File: src/rtl/reg_xchg_pkg.sv
// reg_xchg_pkg: shared encodings for the exchange register file.
// The optional rotate feature is selected with REG_XCHG_ROTATE_EN.
package reg_xchg_pkg;

  typedef enum logic [1:0] {
    OP_LOAD   = 2'd0,
    OP_SWAP   = 2'd1,
    OP_ROTATE = 2'd2,
    OP_CLEAR  = 2'd3
  } op_e;

  typedef enum logic {
    ST_IDLE = 1'b0,
    ST_ROT  = 1'b1
  } state_e;

endpackage

File: src/rtl/reg_xchg_if.sv
// reg_xchg_if: command port plus combinational read port of reg_xchg_file.
// The requester owns the master modport, the register file the slave modport.
interface reg_xchg_if #(
  parameter int WIDTH = 4,
  parameter int DEPTH = 4
);
  localparam int AW = $clog2(DEPTH);

  logic             cmd_valid;
  logic             cmd_ready;
  logic [1:0]       cmd_op;
  logic [AW-1:0]    cmd_a;
  logic [AW-1:0]    cmd_b;
  logic [WIDTH-1:0] cmd_data;
  logic [AW-1:0]    rd_addr;
  logic [WIDTH-1:0] rd_data;
  logic             done;
  logic             err;

  modport master (
    output cmd_valid, cmd_op, cmd_a, cmd_b, cmd_data, rd_addr,
    input  cmd_ready, rd_data, done, err
  );

  modport slave (
    input  cmd_valid, cmd_op, cmd_a, cmd_b, cmd_data, rd_addr,
    output cmd_ready, rd_data, done, err
  );
endinterface

File: src/rtl/reg_xchg_ctrl.sv
// reg_xchg_ctrl: command sequencing for reg_xchg_file. Produces cmd_ready,
// the per-cycle rotate shift enable and the done/err pulses. With
// REG_XCHG_ROTATE_EN undefined no rotate state or counter exists and
// ROTATE is rejected like any other bad command.
module reg_xchg_ctrl
  import reg_xchg_pkg::*;
#(
  parameter int AW = 2
) (
  input  logic          clk,
  input  logic          rst,
  input  logic          accept,
  input  op_e           op,
  input  logic [AW-1:0] k,
  input  logic          bad,
  output logic          cmd_ready,
  output logic          shift_en,
  output logic          done,
  output logic          err
);

`ifdef REG_XCHG_ROTATE_EN

  state_e        state;
  logic [AW-1:0] cnt;
  logic          rot_go;

  // First shift lands on the accepting edge; k == 0 is a plain no-op command.
  assign rot_go    = accept && (op == OP_ROTATE) && !bad && (k != '0);
  assign cmd_ready = !rst && (state == ST_IDLE);
  assign shift_en  = !rst && (rot_go || (state == ST_ROT));

  // Command FSM: single-step commands finish on accept, long rotates count down.
  always_ff @(posedge clk) begin
    if (rst) begin
      state <= ST_IDLE;
      cnt   <= '0;
      done  <= 1'b0;
      err   <= 1'b0;
    end else begin
      done <= 1'b0;
      err  <= 1'b0;
      case (state)
        ST_IDLE: begin
          if (accept) begin
            if (rot_go && (k > AW'(1))) begin
              state <= ST_ROT;
              cnt   <= k - 1'b1;
            end else begin
              done <= 1'b1;
              err  <= bad;
            end
          end
        end
        ST_ROT: begin
          cnt <= cnt - 1'b1;
          if (cnt == AW'(1)) begin
            state <= ST_IDLE;
            done  <= 1'b1;
          end
        end
        default: state <= ST_IDLE;
      endcase
    end
  end

`else

  logic unused_k;
  assign unused_k  = ^k;
  assign cmd_ready = !rst;
  assign shift_en  = 1'b0;

  // Every accepted command completes next cycle; ROTATE is unsupported here.
  always_ff @(posedge clk) begin
    if (rst) begin
      done <= 1'b0;
      err  <= 1'b0;
    end else begin
      done <= accept;
      err  <= accept && (bad || (op == OP_ROTATE));
    end
  end

`endif

endmodule

File: src/rtl/reg_xchg_file.sv
// reg_xchg_file: DEPTH x WIDTH register file with atomic load, swap, clear
// and whole-file rotate, plus a combinational read port. Rotate support is
// compiled in with REG_XCHG_ROTATE_EN (see reg_xchg_ctrl).
module reg_xchg_file
  import reg_xchg_pkg::*;
#(
  parameter int WIDTH = 4,
  parameter int DEPTH = 4
) (
  input  logic       clk,
  input  logic       rst,
  reg_xchg_if.slave  bus
);
  localparam int AW = $clog2(DEPTH);

  logic [DEPTH-1:0][WIDTH-1:0] regs;
  logic [DEPTH-1:0][WIDTH-1:0] regs_nxt;
  op_e  op;
  logic accept;
  logic a_oob;
  logic b_oob;
  logic bad;
  logic shift_en;

  assign op     = op_e'(bus.cmd_op);
  assign accept = bus.cmd_valid && bus.cmd_ready;
  assign a_oob  = int'(bus.cmd_a) >= DEPTH;
  assign b_oob  = int'(bus.cmd_b) >= DEPTH;

  // An out-of-range index rejects the command and leaves the file alone.
  always_comb begin
    bad = 1'b0;
    case (op)
      OP_LOAD:   bad = a_oob;
      OP_SWAP:   bad = a_oob || b_oob;
      OP_ROTATE: bad = b_oob;
      default:   bad = 1'b0;
    endcase
  end

  reg_xchg_ctrl #(.AW(AW)) u_ctrl (
    .clk       (clk),
    .rst       (rst),
    .accept    (accept),
    .op        (op),
    .k         (bus.cmd_b),
    .bad       (bad),
    .cmd_ready (bus.cmd_ready),
    .shift_en  (shift_en),
    .done      (bus.done),
    .err       (bus.err)
  );

  // Next-state of the whole file; every update reads only pre-edge values,
  // which is what makes swap and rotate atomic.
  always_comb begin
    regs_nxt = regs;
    if (shift_en) begin
      regs_nxt = {regs[DEPTH-2:0], regs[DEPTH-1]};
    end else if (accept && !bad) begin
      case (op)
        OP_LOAD: regs_nxt[bus.cmd_a] = bus.cmd_data;
        OP_SWAP: begin
          regs_nxt[bus.cmd_a] = regs[bus.cmd_b];
          regs_nxt[bus.cmd_b] = regs[bus.cmd_a];
        end
        OP_CLEAR: regs_nxt = '0;
        default: ;
      endcase
    end
  end

  // Storage; reset also wipes contents mid-rotate.
  always_ff @(posedge clk) begin
    if (rst) regs <= '0;
    else     regs <= regs_nxt;
  end

  assign bus.rd_data = (int'(bus.rd_addr) < DEPTH) ? regs[bus.rd_addr] : '0;

endmodule

File: src/flat_wrapper.sv
// flat-port wrapper written by rule: the top's interface ports become plain ports
module reg_xchg_file_flat import reg_xchg_pkg::*;
#(
  parameter int WIDTH = 4,
  parameter int DEPTH = 4
)
  (clk, rst, bus_cmd_valid, bus_cmd_op, bus_cmd_a, bus_cmd_b, bus_cmd_data, bus_rd_addr, bus_cmd_ready, bus_rd_data, bus_done, bus_err);
  reg_xchg_if #(.WIDTH(WIDTH), .DEPTH(DEPTH)) bus_i ();
  input  logic clk;
  input  logic rst;
  input wire logic [$bits(bus_i.cmd_valid)-1:0] bus_cmd_valid;
  input wire logic [$bits(bus_i.cmd_op)-1:0] bus_cmd_op;
  input wire logic [$bits(bus_i.cmd_a)-1:0] bus_cmd_a;
  input wire logic [$bits(bus_i.cmd_b)-1:0] bus_cmd_b;
  input wire logic [$bits(bus_i.cmd_data)-1:0] bus_cmd_data;
  input wire logic [$bits(bus_i.rd_addr)-1:0] bus_rd_addr;
  output wire logic [$bits(bus_i.cmd_ready)-1:0] bus_cmd_ready;
  output wire logic [$bits(bus_i.rd_data)-1:0] bus_rd_data;
  output wire logic [$bits(bus_i.done)-1:0] bus_done;
  output wire logic [$bits(bus_i.err)-1:0] bus_err;
  assign bus_i.cmd_valid = bus_cmd_valid;
  assign bus_i.cmd_op = bus_cmd_op;
  assign bus_i.cmd_a = bus_cmd_a;
  assign bus_i.cmd_b = bus_cmd_b;
  assign bus_i.cmd_data = bus_cmd_data;
  assign bus_i.rd_addr = bus_rd_addr;
  assign bus_cmd_ready = bus_i.cmd_ready;
  assign bus_rd_data = bus_i.rd_data;
  assign bus_done = bus_i.done;
  assign bus_err = bus_i.err;
  reg_xchg_file #(.WIDTH(WIDTH), .DEPTH(DEPTH)) u_core (.clk(clk), .rst(rst), .bus(bus_i));
endmodule
File: config.mk
export PLATFORM = sky130hd
export DESIGN_NAME = reg_xchg_file_flat
export DESIGN_NICKNAME = d
export VERILOG_FILES = /design/src/rtl/reg_xchg_pkg.sv /design/src/rtl/reg_xchg_if.sv /design/src/rtl/reg_xchg_ctrl.sv /design/src/rtl/reg_xchg_file.sv /design/src/flat_wrapper.sv
export SDC_FILE = /design/constraint.sdc
export NUM_CORES = 1
export LEC_CHECK = 0
export CAP_MARGIN = 15
export CORE_ASPECT_RATIO = 1.2
export CORE_MARGIN = 4
export CORE_UTILIZATION = 55
export CTS_CLUSTER_DIAMETER = 50
export CTS_CLUSTER_SIZE = 20
export DETAILED_ROUTE_END_ITERATION = 10
export HOLD_SLACK_MARGIN = 0.15
export PLACE_DENSITY = 0.79
export SLEW_MARGIN = 20
export SYNTH_ARGS = -nofsm -noshare
export SYNTH_HDL_FRONTEND = slang
export SYNTH_SLANG_ARGS = --single-unit
export TNS_END_PERCENT = 20
File: constraint.sdc
create_clock -name clk -period 1.7 [get_ports clk]
set_input_delay 0.17 -clock clk [delete_from_list [all_inputs] [get_ports clk]]
set_output_delay 0.17 -clock clk [all_outputs]
set_load 0.01 [all_outputs]
==> run summary, run 1 <==
Status = finished, final reports clean
Worst Tran Pin Value = 0.273 ns
Clock slew seen by the registers of the worst setup and hold paths = 0.12 ns
Slew Limit Headroom = 81.3%
Smallest hold slack = 0.512 ns
Net switching power of the design = 377 uW
Total number of vias = 1787
Period Utilization, post-route = 97.5%
Top library cells by usage in the layout, fill and taps aside = 28 x sky130_fd_sc_hd__buf_4, 21 x sky130_fd_sc_hd__o21ai_0, 17 x sky130_fd_sc_hd__dfxtp_1, 15 x sky130_fd_sc_hd__clkdlybuf4s50_1, 12 x sky130_fd_sc_hd__a21oi_1
Post-DRT Antenna Nets = 0
Initial Utilization = 59.0%
Nets@finish = 245
Overall routed net length = 5.12 mm
Post-Synthesis Mean Instance Area = 8.98 um2
Setup WS pre-CTS = -0.338 ns
Logic pwr share = 33.2%
Cell-by-cell listing of the critical path = mux4_2, dlygate4sd2_1
Number of H-tree branching levels = 1
Vias in the first global route = 1762
Number of antenna violations at the first check in global routing = 0
Final WS setup = 0.0429 ns
Sequential group share of total power = 41.9%
Class of the worst hold path = input pin to flip-flop
Core Footprint = 2890 um2
Fraction of power consumed by the clock network = 24.9%
Area after DPL = 2080 um2
Count of warnings emitted by yosys = 0
Final design area excluding fillers = 2120 um2
Clock latency on the worst-skew pair = 0.31 ns
Area share of the leading cell type in the synthesized netlist = 21.1%
Clock buffers created by TritonCTS = 3
Total power draw = 1.15 mW
First-pass GRT wire length = 8.48 mm
Final count of hold timing violations = 0
Data arrival at the endpoint of the critical path = 1.49 ns
Core Util, Final = 73.3%
Per-cell routed wire length = 19.5 um
Drt drc = 0
Type of the setup path with the least slack = flip-flop to output pin
Total iterations of the first detailed-routing run = 4
Peak Freq = 603 MHz
Area grow syn2layout = 24.2%
Synthesized instance count = 190
Vias per inst = 6.79
Residual overflow from global routing = 0
Leakage dissipation = 0.791 nW
Die Outline Area = 4060 um2
Most common cell after layout, fill and taps aside = sky130_fd_sc_hd__buf_4
Count of buffering cells on the critical path with inverters included = 1
Largest fanout on the critical path = 6
Sink count of the clock tree = 18
Shortest period the worst path allows = 1.66 ns
Max Slew Vio Count = 0
Number of placed I/O pins = 22
Ranking of synthesized cells by area = sky130_fd_sc_hd__dfxtp_1 21%, sky130_fd_sc_hd__mux4_2 7.9%, sky130_fd_sc_hd__o21ai_0 7.3%, sky130_fd_sc_hd__a311oi_1 4.1%, sky130_fd_sc_hd__a21oi_4 3.8%
Critical path's largest stage delay = 0.49 ns
Number of buffers added on ports = 21
Ant diodes = 0
CP Launch Type = flip-flop
Vert. Die Dim = 69 um
Clk_skew = 0.000560 ns
Overall track demand over capacity in global routing = 26.3%
Critical path data required time = 1.53 ns
Detailed Place HPWL = 3.92 mm
Cts-stage hold buffer count = 0
Cell area after synthesis = 1710 um2
Setup violations, final = 0
TritonCTS clock tree = built
Placer congestion estimate = 0.968
Sort of element at the end of the critical path = output pin
Number of max-cap violations = 0
Worst-case vdd ir drop = 0.444 mV
Switching power share of the total = 32.9%
Unrepaired setup endpoints after global routing = no
Sequential area share after synthesis = 21.1%
Cell family contributing the most delay on the critical path = multiplexers
Number of standard-cell rows in the floorplan = 21
Clock root buffer = sky130_fd_sc_hd__clkbuf_4
Net Count, Synth = 205
Initial DRC Count = 147
Die span in x = 58.8 um
Fraction of layout cells with a size suffix above 1 = 26.2%
Critical path's slowest cell = sky130_fd_sc_hd__mux4_2
CTS Buffer Depth = 2
Library cell with the largest summed area after synthesis = sky130_fd_sc_hd__dfxtp_1
Count of distinct cell types in the synthesized netlist = 40
P_int = 772 uW
Count of state elements after synthesis = 18
Maximum number of pins on one net before global-route repair = 17
Power Density = 542 nW/um2
power by group through the flow:
stage	Sequential, mW	Combinational [mW]	Clock (mW)
finish	0.481	0.381	0.286
global route	0.484	0.410	0.298
CTS	0.478	0.373	0.281
detailed placement	0.488	0.377	0
global placement	0.487	0.367	0
floorplan	0.476	0.236	0
through the flow:
step | std cells | setup TNS (ns)
final | 263 | 0
after global routing | 263 | 0
after CTS | 263 | -0.0117
after detailed placement | 259 | -5.31
after global placement | 259 | -4.68
after floorplan | 190 | 0
final timing paths:
check,to,startpoint,cells after the start,slack (ns)
setup reg to reg,flip-flop,flip-flop,4,0.10
setup / recovery,bus_rd_data[1],flip-flop,2,0.04
hold reg to reg,flip-flop,flip-flop,2,0.57
hold / removal,u_core.u_ctrl.err,bus_cmd_op[0],3,0.51
timing repair:
| action | 4_1_cts | 5_1_grt |
|---|---|---|
| gates cloned | 0 | 0 |
| buffers inserted | 0 | 0 |
| pin swaps | 0 | 2 |
| setup endpoints to repair | 6 | 12 |
| gates resized for setup | 6 | 7 |
kinds of logic after synthesis:
| family | after synthesis | share of synthesized area [%] |
|---|---|---|
| buffers and inverters | 20 | 7.12 |
| AOI/OAI and AO/OA | 92 | 39.3 |
| muxes | 16 | 16.0 |
| DFF | 18 | 21.1 |
| and+or+nand+nor | 44 | 16.4 |
synthesized netlist by cell type:
master,count
sky130_fd_sc_hd__and3b_1,5
sky130_fd_sc_hd__mux2i_1,4
sky130_fd_sc_hd__or2b_2,1
sky130_fd_sc_hd__clkbuf_1,4
sky130_fd_sc_hd__nand2b_1,3
sky130_fd_sc_hd__or3b_2,1
sky130_fd_sc_hd__buf_8,1
sky130_fd_sc_hd__mux2_2,4
sky130_fd_sc_hd__o21ai_0,25
sky130_fd_sc_hd__o221a_2,4
sky130_fd_sc_hd__nand3b_1,6
sky130_fd_sc_hd__buf_2,8
sky130_fd_sc_hd__o2bb2ai_1,4
sky130_fd_sc_hd__a31oi_1,4
sky130_fd_sc_hd__nor3b_2,1
sky130_fd_sc_hd__buf_6,2
sky130_fd_sc_hd__dfxtp_1,18
sky130_fd_sc_hd__o21a_1,4
sky130_fd_sc_hd__or3b_1,6
sky130_fd_sc_hd__a21oi_1,12
sky130_fd_sc_hd__clkbuf_8,1
sky130_fd_sc_hd__mux4_1,2
sky130_fd_sc_hd__a221o_1,4
sky130_fd_sc_hd__a21oi_4,4
sky130_fd_sc_hd__mux4_2,6
sky130_fd_sc_hd__o21ai_1,3
sky130_fd_sc_hd__a21boi_0,4
sky130_fd_sc_hd__clkinv_1,2
sky130_fd_sc_hd__a31o_2,4
sky130_fd_sc_hd__nor2b_1,1
sky130_fd_sc_hd__inv_1,2
sky130_fd_sc_hd__or2b_1,1
sky130_fd_sc_hd__or3_1,1
sky130_fd_sc_hd__o31a_1,4
sky130_fd_sc_hd__a22oi_1,4
sky130_fd_sc_hd__o211ai_1,4
sky130_fd_sc_hd__and3_1,1
sky130_fd_sc_hd__a311oi_1,8
sky130_fd_sc_hd__nor2_1,8
sky130_fd_sc_hd__nand2_1,9
layout make-up:
type,instances,area (um2)
multi-input cells,152,1220
fillers,233,772
repair buffers,51,439
flip-flops and latches,18,362
well taps,34,42.5
clock buffers,4,36.3
inverters,4,15.0
layer usage:
metal | wire [um] | track usage (%) | up-vias | part of all wire, %
li1 | - | - | 840 | -
met3 | 348 | 4.10 | 14 | 6.8
met4 | 154 | 10.6 | 0 | 3.0
met1 | 2190 | 36.4 | 855 | 43
met2 | 2430 | 40.0 | 78 | 47
met5 | 0 | 0 | - | 0
worst register-to-register path, cell delays in order (launching register included):
cell and delay [ns]:
sky130_fd_sc_hd__dfxtp_1 0.39, sky130_fd_sc_hd__mux4_1 0.60, sky130_fd_sc_hd__o21ai_1 0.21, sky130_fd_sc_hd__a21oi_1 0.08, sky130_fd_sc_hd__o221a_2 0.23
Note: power is estimated with default switching activity, not from simulation.
==> run 2, diff against run 1 <==
CAP_MARGIN = 20   (was 15)
==> results of run 2 <==
The final DEF is identical to that of run 1; final timing and power are the same.
